## config.mk

```make
export PLATFORM = sky130hd
export DESIGN_NAME = regs_alu_cp0_flat
export DESIGN_NICKNAME = d
export VERILOG_FILES = /design/src/rtl/regs_alu_cp0_pkg.sv /design/src/rtl/regs_alu_cp0_if.sv /design/src/rtl/regs_alu_cp0_alu_unit.sv /design/src/rtl/regs_alu_cp0.sv /design/src/flat_wrapper.sv
export SDC_FILE = /design/constraint.sdc
export NUM_CORES = 2
export LEC_CHECK = 0
export CAP_MARGIN = 20
export CORE_MARGIN = 3
export CORE_UTILIZATION = 45
export DETAILED_ROUTE_END_ITERATION = 7
export PLACE_DENSITY_LB_ADDON = 0.15
export SLEW_MARGIN = 15
export SYNTH_ARGS = -nofsm -noshare
export SYNTH_HDL_FRONTEND = slang
export SYNTH_SLANG_ARGS = --single-unit
```

## constraint.sdc

```tcl
create_clock -name clk -period 13.2 [get_ports clk]
set_input_delay 3.3 -clock clk [delete_from_list [all_inputs] [get_ports clk]]
set_output_delay 3.3 -clock clk [all_outputs]
set_load 0.02 [all_outputs]
```

## src/rtl/regs_alu_cp0_pkg.sv

```systemverilog
`default_nettype none
// ============================================================================
// Module      : regs_alu_cp0_pkg
// Description : Shared constants for the execution core: ALU opcodes, CP0
//               register indices and datapath width.
// Revision    : 1.0  initial release
// ============================================================================
package regs_alu_cp0_pkg;

    localparam int DATA_W = 32;

    localparam logic [3:0] ALU_AND  = 4'b0000;
    localparam logic [3:0] ALU_OR   = 4'b0001;
    localparam logic [3:0] ALU_ADD  = 4'b0010;
    localparam logic [3:0] ALU_XOR  = 4'b0011;
    localparam logic [3:0] ALU_NOR  = 4'b0100;
    localparam logic [3:0] ALU_SRL  = 4'b0101;
    localparam logic [3:0] ALU_SUB  = 4'b0110;
    localparam logic [3:0] ALU_SLT  = 4'b0111;
    localparam logic [3:0] ALU_SLL  = 4'b1000;
    localparam logic [3:0] ALU_SRA  = 4'b1001;
    localparam logic [3:0] ALU_SLTU = 4'b1010;
    localparam logic [3:0] ALU_ADDU = 4'b1011;
    localparam logic [3:0] ALU_SUBU = 4'b1100;
    localparam logic [3:0] ALU_SLLV = 4'b1101;
    localparam logic [3:0] ALU_SRLV = 4'b1110;
    localparam logic [3:0] ALU_LUI  = 4'b1111;

    localparam int CP0_CAUSE = 13;
    localparam int CP0_EPC   = 14;

endpackage : regs_alu_cp0_pkg
`default_nettype wire

```

## src/rtl/regs_alu_cp0_if.sv

```systemverilog
`default_nettype none
// ============================================================================
// Module      : regs_alu_cp0_if
// Description : Controller <-> execution core signal bundle. The master side
//               is the controller/datapath, the slave side is the core.
// Revision    : 1.0  initial release
// ============================================================================
interface regs_alu_cp0_if;
    import regs_alu_cp0_pkg::*;

    // GPR file
    logic [4:0]        reg_R_addr_A;
    logic [4:0]        reg_R_addr_B;
    logic [4:0]        reg_W_addr;
    logic [DATA_W-1:0] wdata;
    logic              reg_we;
    logic [DATA_W-1:0] rdata_A;
    logic [DATA_W-1:0] rdata_B;
    // ALU
    logic [DATA_W-1:0] A;
    logic [DATA_W-1:0] B;
    logic [3:0]        ALU_operation;
    logic [4:0]        shamt;
    logic [DATA_W-1:0] res;
    logic              zero;
    logic              overflow;
    // CP0
    logic [4:0]        c0_rd_addr;
    logic [4:0]        c0_wr_addr;
    logic [DATA_W-1:0] c0_w_data;
    logic              c0_reg_we;
    logic [DATA_W-1:0] pc_i;
    logic [4:0]        InTcause;
    logic              WriteEPC;
    logic              WriteCause;
    logic [DATA_W-1:0] c0_r_data;
    logic [DATA_W-1:0] epc_o;

    modport master (
        output reg_R_addr_A, reg_R_addr_B, reg_W_addr, wdata, reg_we,
        output A, B, ALU_operation, shamt,
        output c0_rd_addr, c0_wr_addr, c0_w_data, c0_reg_we,
        output pc_i, InTcause, WriteEPC, WriteCause,
        input  rdata_A, rdata_B, res, zero, overflow, c0_r_data, epc_o
    );

    modport slave (
        input  reg_R_addr_A, reg_R_addr_B, reg_W_addr, wdata, reg_we,
        input  A, B, ALU_operation, shamt,
        input  c0_rd_addr, c0_wr_addr, c0_w_data, c0_reg_we,
        input  pc_i, InTcause, WriteEPC, WriteCause,
        output rdata_A, rdata_B, res, zero, overflow, c0_r_data, epc_o
    );

endinterface : regs_alu_cp0_if
`default_nettype wire

```

## src/rtl/regs_alu_cp0_alu_unit.sv

```systemverilog
`default_nettype none
// ============================================================================
// Module      : alu_unit
// Description : Combinational 32-bit MIPS ALU with zero and signed-overflow
//               flags. Arithmetic wraps modulo 2^32.
// Revision    : 1.0  initial release
// ============================================================================
module alu_unit
    import regs_alu_cp0_pkg::*;
(
    input  wire logic [DATA_W-1:0] a,
    input  wire logic [DATA_W-1:0] b,
    input  wire logic [3:0]        op,
    input  wire logic [4:0]        shamt,
    output logic      [DATA_W-1:0] res,
    output logic                   zero,
    output logic                   overflow
);

    logic [DATA_W-1:0] sum;
    logic [DATA_W-1:0] diff;

    assign sum  = a + b;
    assign diff = a - b;

    // Result mux and overflow detection for the signed add/sub ops
    always_comb begin
        res      = '0;
        overflow = 1'b0;
        case (op)
            ALU_AND:  res = a & b;
            ALU_OR:   res = a | b;
            ALU_ADD: begin
                res      = sum;
                overflow = (a[31] == b[31]) && (sum[31] != a[31]);
            end
            ALU_XOR:  res = a ^ b;
            ALU_NOR:  res = ~(a | b);
            ALU_SRL:  res = b >> shamt;
            ALU_SUB: begin
                res      = diff;
                overflow = (a[31] != b[31]) && (diff[31] != a[31]);
            end
            ALU_SLT:  res = {31'b0, ($signed(a) < $signed(b))};
            ALU_SLL:  res = b << shamt;
            ALU_SRA:  res = $unsigned($signed(b) >>> shamt);
            ALU_SLTU: res = {31'b0, (a < b)};
            ALU_ADDU: res = sum;
            ALU_SUBU: res = diff;
            ALU_SLLV: res = b << a[4:0];
            ALU_SRLV: res = b >> a[4:0];
            ALU_LUI:  res = {b[15:0], 16'h0000};
            default:  res = '0;
        endcase
    end

    assign zero = (res == '0);

endmodule : alu_unit
`default_nettype wire

```

## src/rtl/regs_alu_cp0.sv

```systemverilog
`default_nettype none
// ============================================================================
// Module      : regs_alu_cp0
// Description : Multicycle MIPS execution core: 32x32 GPR file, ALU and CP0
//               register bank. Reads are combinational, writes on posedge.
// Revision    : 1.0  initial release
// ============================================================================
module regs_alu_cp0
    import regs_alu_cp0_pkg::*;
#(
    parameter int NREG      = 32,
    parameter int EPC_IDX   = CP0_EPC,
    parameter int CAUSE_IDX = CP0_CAUSE
) (
    input  wire logic        clk,
    input  wire logic        rst,
    regs_alu_cp0_if.slave    bus
);

    logic [DATA_W-1:0] gpr [NREG];
    logic [DATA_W-1:0] cp0 [NREG];
    logic              mtc0_blocked;

    // GPR write port; r0 is never written so it stays zero after reset
    always_ff @(posedge clk or negedge rst) begin
        if (!rst) begin
            for (int i = 0; i < NREG; i++) gpr[i] <= '0;
        end else if (bus.reg_we && (bus.reg_W_addr != 5'd0)) begin
            gpr[bus.reg_W_addr] <= bus.wdata;
        end
    end

    // Combinational reads, no write bypass
    assign bus.rdata_A = (bus.reg_R_addr_A == 5'd0) ? '0 : gpr[bus.reg_R_addr_A];
    assign bus.rdata_B = (bus.reg_R_addr_B == 5'd0) ? '0 : gpr[bus.reg_R_addr_B];

    // Exception-side writes own EPC/Cause; an mtc0 aimed at the same entry is dropped
    assign mtc0_blocked = (bus.WriteEPC   && (int'(bus.c0_wr_addr) == EPC_IDX)) ||
                          (bus.WriteCause && (int'(bus.c0_wr_addr) == CAUSE_IDX));

    // CP0 bank: mtc0, EPC capture and Cause exception-code update
    always_ff @(posedge clk or negedge rst) begin
        if (!rst) begin
            for (int i = 0; i < NREG; i++) cp0[i] <= '0;
        end else begin
            if (bus.c0_reg_we && !mtc0_blocked) begin
                cp0[bus.c0_wr_addr] <= bus.c0_w_data;
            end
            if (bus.WriteEPC) begin
                cp0[EPC_IDX] <= bus.pc_i;
            end
            if (bus.WriteCause) begin
                cp0[CAUSE_IDX][6:2] <= bus.InTcause;
            end
        end
    end

    assign bus.c0_r_data = cp0[bus.c0_rd_addr];
    assign bus.epc_o     = cp0[EPC_IDX];

    alu_unit u_alu (
        .a        (bus.A),
        .b        (bus.B),
        .op       (bus.ALU_operation),
        .shamt    (bus.shamt),
        .res      (bus.res),
        .zero     (bus.zero),
        .overflow (bus.overflow)
    );

endmodule : regs_alu_cp0
`default_nettype wire

```

## src/flat_wrapper.sv

```systemverilog
// flat-port wrapper written by rule: the top's interface ports become plain ports
module regs_alu_cp0_flat import regs_alu_cp0_pkg::*;
#(
    parameter int NREG      = 32,
    parameter int EPC_IDX   = CP0_EPC,
    parameter int CAUSE_IDX = CP0_CAUSE
)
  (clk, rst, bus_reg_R_addr_A, bus_reg_R_addr_B, bus_reg_W_addr, bus_wdata, bus_reg_we, bus_A, bus_B, bus_ALU_operation, bus_shamt, bus_c0_rd_addr, bus_c0_wr_addr, bus_c0_w_data, bus_c0_reg_we, bus_pc_i, bus_InTcause, bus_WriteEPC, bus_WriteCause, bus_rdata_A, bus_rdata_B, bus_res, bus_zero, bus_overflow, bus_c0_r_data, bus_epc_o);
  regs_alu_cp0_if bus_i ();
  input  wire logic clk;
  input  wire logic rst;
  input wire logic [$bits(bus_i.reg_R_addr_A)-1:0] bus_reg_R_addr_A;
  input wire logic [$bits(bus_i.reg_R_addr_B)-1:0] bus_reg_R_addr_B;
  input wire logic [$bits(bus_i.reg_W_addr)-1:0] bus_reg_W_addr;
  input wire logic [$bits(bus_i.wdata)-1:0] bus_wdata;
  input wire logic [$bits(bus_i.reg_we)-1:0] bus_reg_we;
  input wire logic [$bits(bus_i.A)-1:0] bus_A;
  input wire logic [$bits(bus_i.B)-1:0] bus_B;
  input wire logic [$bits(bus_i.ALU_operation)-1:0] bus_ALU_operation;
  input wire logic [$bits(bus_i.shamt)-1:0] bus_shamt;
  input wire logic [$bits(bus_i.c0_rd_addr)-1:0] bus_c0_rd_addr;
  input wire logic [$bits(bus_i.c0_wr_addr)-1:0] bus_c0_wr_addr;
  input wire logic [$bits(bus_i.c0_w_data)-1:0] bus_c0_w_data;
  input wire logic [$bits(bus_i.c0_reg_we)-1:0] bus_c0_reg_we;
  input wire logic [$bits(bus_i.pc_i)-1:0] bus_pc_i;
  input wire logic [$bits(bus_i.InTcause)-1:0] bus_InTcause;
  input wire logic [$bits(bus_i.WriteEPC)-1:0] bus_WriteEPC;
  input wire logic [$bits(bus_i.WriteCause)-1:0] bus_WriteCause;
  output wire logic [$bits(bus_i.rdata_A)-1:0] bus_rdata_A;
  output wire logic [$bits(bus_i.rdata_B)-1:0] bus_rdata_B;
  output wire logic [$bits(bus_i.res)-1:0] bus_res;
  output wire logic [$bits(bus_i.zero)-1:0] bus_zero;
  output wire logic [$bits(bus_i.overflow)-1:0] bus_overflow;
  output wire logic [$bits(bus_i.c0_r_data)-1:0] bus_c0_r_data;
  output wire logic [$bits(bus_i.epc_o)-1:0] bus_epc_o;
  assign bus_i.reg_R_addr_A = bus_reg_R_addr_A;
  assign bus_i.reg_R_addr_B = bus_reg_R_addr_B;
  assign bus_i.reg_W_addr = bus_reg_W_addr;
  assign bus_i.wdata = bus_wdata;
  assign bus_i.reg_we = bus_reg_we;
  assign bus_i.A = bus_A;
  assign bus_i.B = bus_B;
  assign bus_i.ALU_operation = bus_ALU_operation;
  assign bus_i.shamt = bus_shamt;
  assign bus_i.c0_rd_addr = bus_c0_rd_addr;
  assign bus_i.c0_wr_addr = bus_c0_wr_addr;
  assign bus_i.c0_w_data = bus_c0_w_data;
  assign bus_i.c0_reg_we = bus_c0_reg_we;
  assign bus_i.pc_i = bus_pc_i;
  assign bus_i.InTcause = bus_InTcause;
  assign bus_i.WriteEPC = bus_WriteEPC;
  assign bus_i.WriteCause = bus_WriteCause;
  assign bus_rdata_A = bus_i.rdata_A;
  assign bus_rdata_B = bus_i.rdata_B;
  assign bus_res = bus_i.res;
  assign bus_zero = bus_i.zero;
  assign bus_overflow = bus_i.overflow;
  assign bus_c0_r_data = bus_i.c0_r_data;
  assign bus_epc_o = bus_i.epc_o;
  regs_alu_cp0 #(.NREG(NREG), .EPC_IDX(EPC_IDX), .CAUSE_IDX(CAUSE_IDX)) u_core (.clk(clk), .rst(rst), .bus(bus_i));
endmodule
```

==> reports/metrics.cfg <==
[status]
status=finished, final reports clean

[floorplanning]
pin_count=367
floorplan.die_area_um2=257000
rows=183
fp.dieW_um=506
start_util_pct=45.3
core_area_um2=249000
die_h_um=506

[sta]
tightest_slew_ps=1160
finalCritPeriodShare_pct=98.7
setup_slack_ps=166
whs_ps=396
hold_violations=0
slew_violations=0
fin_crit_ps=13030
fin_skew_ps=0
maxSlewHeadroom_pct=20.7
rsz0062_at_grt=false
timing.fmax_ghz=0.0767
setup_viol=0
tns_ps=0

[layout]
fin_nets=8363
finalCoreUtilization_pct=51.1
drive_gt1_share_pct=45.0
multi_input_area_um2=58000
syn_to_final_growth_pct=12.8
regArea_um2=51200
fillCellCount=21100

[global_route]
grt_start_max_net_pins=180
antenna_found_initial=28
grt_pass1_vias=76900
grt_pass1_wl_um=558000
grt_remaining_overflow=0
grt_use_total_pct=29.6

[critical_path]
rrSetupSlack_ps=12400
start_kind=input port
regToRegEndpoint=u_core.gpr[211]
crit-reg2reg-launch=u_core.gpr[211]
reg2regPathDepth=1
crit_arrival_ps=9730
cpMaxStageDelayCell=clkdlybuf4s50_1
path_delay_family=compound AO/OA/AOI/OAI gates
crit_top_cell=a2111oi_0
required_ps=9900
crit_type=in2out
path_cells=clkdlybuf4s50_1, inv_1, ha_1, fa_1, o21bai_1, a2111oi_0, o311ai_1, a2111oi_0, o41a_1, o21ai_0, a2111oi_0, or3b_2, nor4b_1, nand4b_1, nor4_1, and4b_1, clkdlybuf4s50_1
path_buf_inv=3
slowest_delay_ps=600
worstPathMaxFanout=5
endpoint_kind=output port

[clock_network]
cts_buffers=221
cts_root_buf=clkbuf_16
clock_latency_ps=860
cts_tree=done
cts_max_level=4
path_clk_slew_ps=60
cts_setup_buffers=0
cts_max_path_buffers=3
clock_sinks=2048

[routing]
dr.pass1.iters=8
wl_per_cell_um=33.1
dr_wl_met3_um=27200
wl_met1_um=166000
top_layer_used=met5
drt-initial-drc-count=7984
wirelength_um=384000
wl_met2_um=174000
vias=75500
postRouteAntennaNets=0
avgViaCountPerCell=6.52
drc=0

[synthesis]
synth_area_leaders=dfrtp_1 (45%), mux2_2 (21%), mux4_2 (18%)
avgSynthCellArea_um2=13.9
async_reset_ff_share_pct=100
synth-seq-cells=2048
syn_area_um2=113000
yosysWarnings=0
synth_cells=8108
syn_nets=8415
netlist.top_cell.by_area=dfrtp_1
synth_top_area_share_pct=45.5
synth_enable_flop_cells=0
ys.flop_type=dfrtp_1
ys_seq_area_share_pct=45.5
ys_types=84

[worst_hold_path]
hold_end=u_core.gpr[1001]
hold_path.class=reg2reg
worstHoldStart=u_core.gpr[1001]
hold_depth=0

[placed_design]
globalplace.congestion=1.10
dp_slack_ps=276
post-dp-hpwl_um=230000
numPortBuffers=366

[pwr]
peakVddDrop_uv=132
power.leakage_nw=54.4
power_density_nw_per_um2=146

[run]
drv_cap=0

[how the worst max path moves through the flow]
stage / startpoint / end / slack (ps) / depth (start not counted)
2_1_floorplan: bus_A[0] / bus_zero / 2370 / 17
3_3_place_gp: bus_B[7] / bus_zero / 430 / 16
3_5_place_dp: bus_B[8] / bus_zero / 280 / 16
4_1_cts: bus_B[8] / bus_zero / 250 / 16
5_1_grt: bus_A[0] / bus_zero / 80 / 17
6_report: bus_A[0] / bus_zero / 170 / 17
[power by group]
part           internal [W]  switching, W  total (W)
Clock               0.00352       0.00263    0.00615
Combinational       0.00237       0.00186    0.00423
Sequential          0.00748      0.000704    0.00818
[cells in the mapped netlist, types with 14 or more instances]
| cell | n |
|---|---|
| a211o_1 | 18 |
| or3_1 | 17 |
| a2111oi_0 | 17 |
| nand3_1 | 49 |
| a21oi_1 | 174 |
| dfrtp_1 | 2048 |
| ha_1 | 100 |
| o31ai_1 | 16 |
| o221ai_1 | 46 |
| o22ai_1 | 68 |
| nor2_1 | 235 |
| buf_4 | 33 |
| inv_1 | 97 |
| mux2_2 | 2076 |
| nand2b_1 | 51 |
| buf_1 | 202 |
| a221oi_1 | 43 |
| mux2i_1 | 278 |
| nor3_1 | 89 |
| a211oi_1 | 68 |
| nor2b_1 | 41 |
| a31oi_1 | 40 |
| mux4_2 | 889 |
| nand4_1 | 22 |
| clkbuf_1 | 658 |
| o21bai_1 | 14 |
| o21ai_0 | 89 |
| o211ai_1 | 43 |
| a22oi_1 | 68 |
| nand2_1 | 255 |
[cells in the final DEF (no fill, tap or decap), types with 51 or more instances in the layout]
| master | n |
|---|---|
| clkbuf_16 | 221 |
| clkbuf_1 | 65 |
| dfrtp_1 | 2048 |
| nor2_1 | 203 |
| buf_4 | 234 |
| a21oi_1 | 172 |
| nand2_1 | 235 |
| o21ai_0 | 89 |
| a211oi_1 | 68 |
| inv_1 | 97 |
| nand2b_1 | 51 |
| mux2_2 | 2076 |
| o22ai_1 | 68 |
| clkbuf_8 | 51 |
| clkdlybuf4s50_1 | 335 |
| ha_1 | 100 |
| mux4_2 | 889 |
| nor3_1 | 86 |
| mux2i_1 | 273 |
| a22oi_1 | 68 |
[through the flow]
stage	instance area, µm²	cells	power [W]
finish	127000	11600	0.0186
global placement	120000	11100	0.0123
detailed placement	120000	11100	0.0125
CTS	127000	11500	0.0187
global route	127000	11600	0.0194
floorplan	113000	8108	0.0110
[cell type report]
cell class,count,area share (%)
timing repair buffer,633,4.73
multi-input combinational,5054,45.6
clock buffer,337,5.09
tap,3330,3.28
sequential,2048,40.3
inverter,98,0.289
clock inverter,60,0.620
antenna,15,0.0295
[state kept, by name, indices dropped and copies added, names as in the netlist]
name / cells
u_core.cp0: 992
u_core.gpr: 1024
u_core.bus.epc_o: 32
[metal layers]
| metal | GRT usage, % | up-vias |
|---|---|---|
| met5 | 0 | - |
| met4 | 11.4 | 22 |
| met3 | 5.76 | 788 |
| met2 | 44.8 | 2963 |
| met1 | 42.2 | 40900 |
| li1 | - | 30800 |
[logic make-up (layout without fill, tap and decap cells)]
kind of cell / Yosys count / after routing / share of synthesized area (%)
compound gates: 829 / 829 / 5.10
flops: 2048 / 2048 / 45.5
simple gates: 862 / 862 / 3.66
buf+inv: 1006 / 1128 / 3.49
xor+xnor: 13 / 13 / 0.101
other cells: 0 / 15 / 0
fa+ha+maj: 103 / 103 / 1.15
mux: 3247 / 3247 / 41.0
[what timing repair did]
action                                 4_1_cts  5_1_grt
setup endpoints to repair                    0        1
hold buffers                                 0        0
resized for setup                            0        1
endpoints found under the hold margin        0        0
Note: power is estimated with default switching activity, not from simulation.
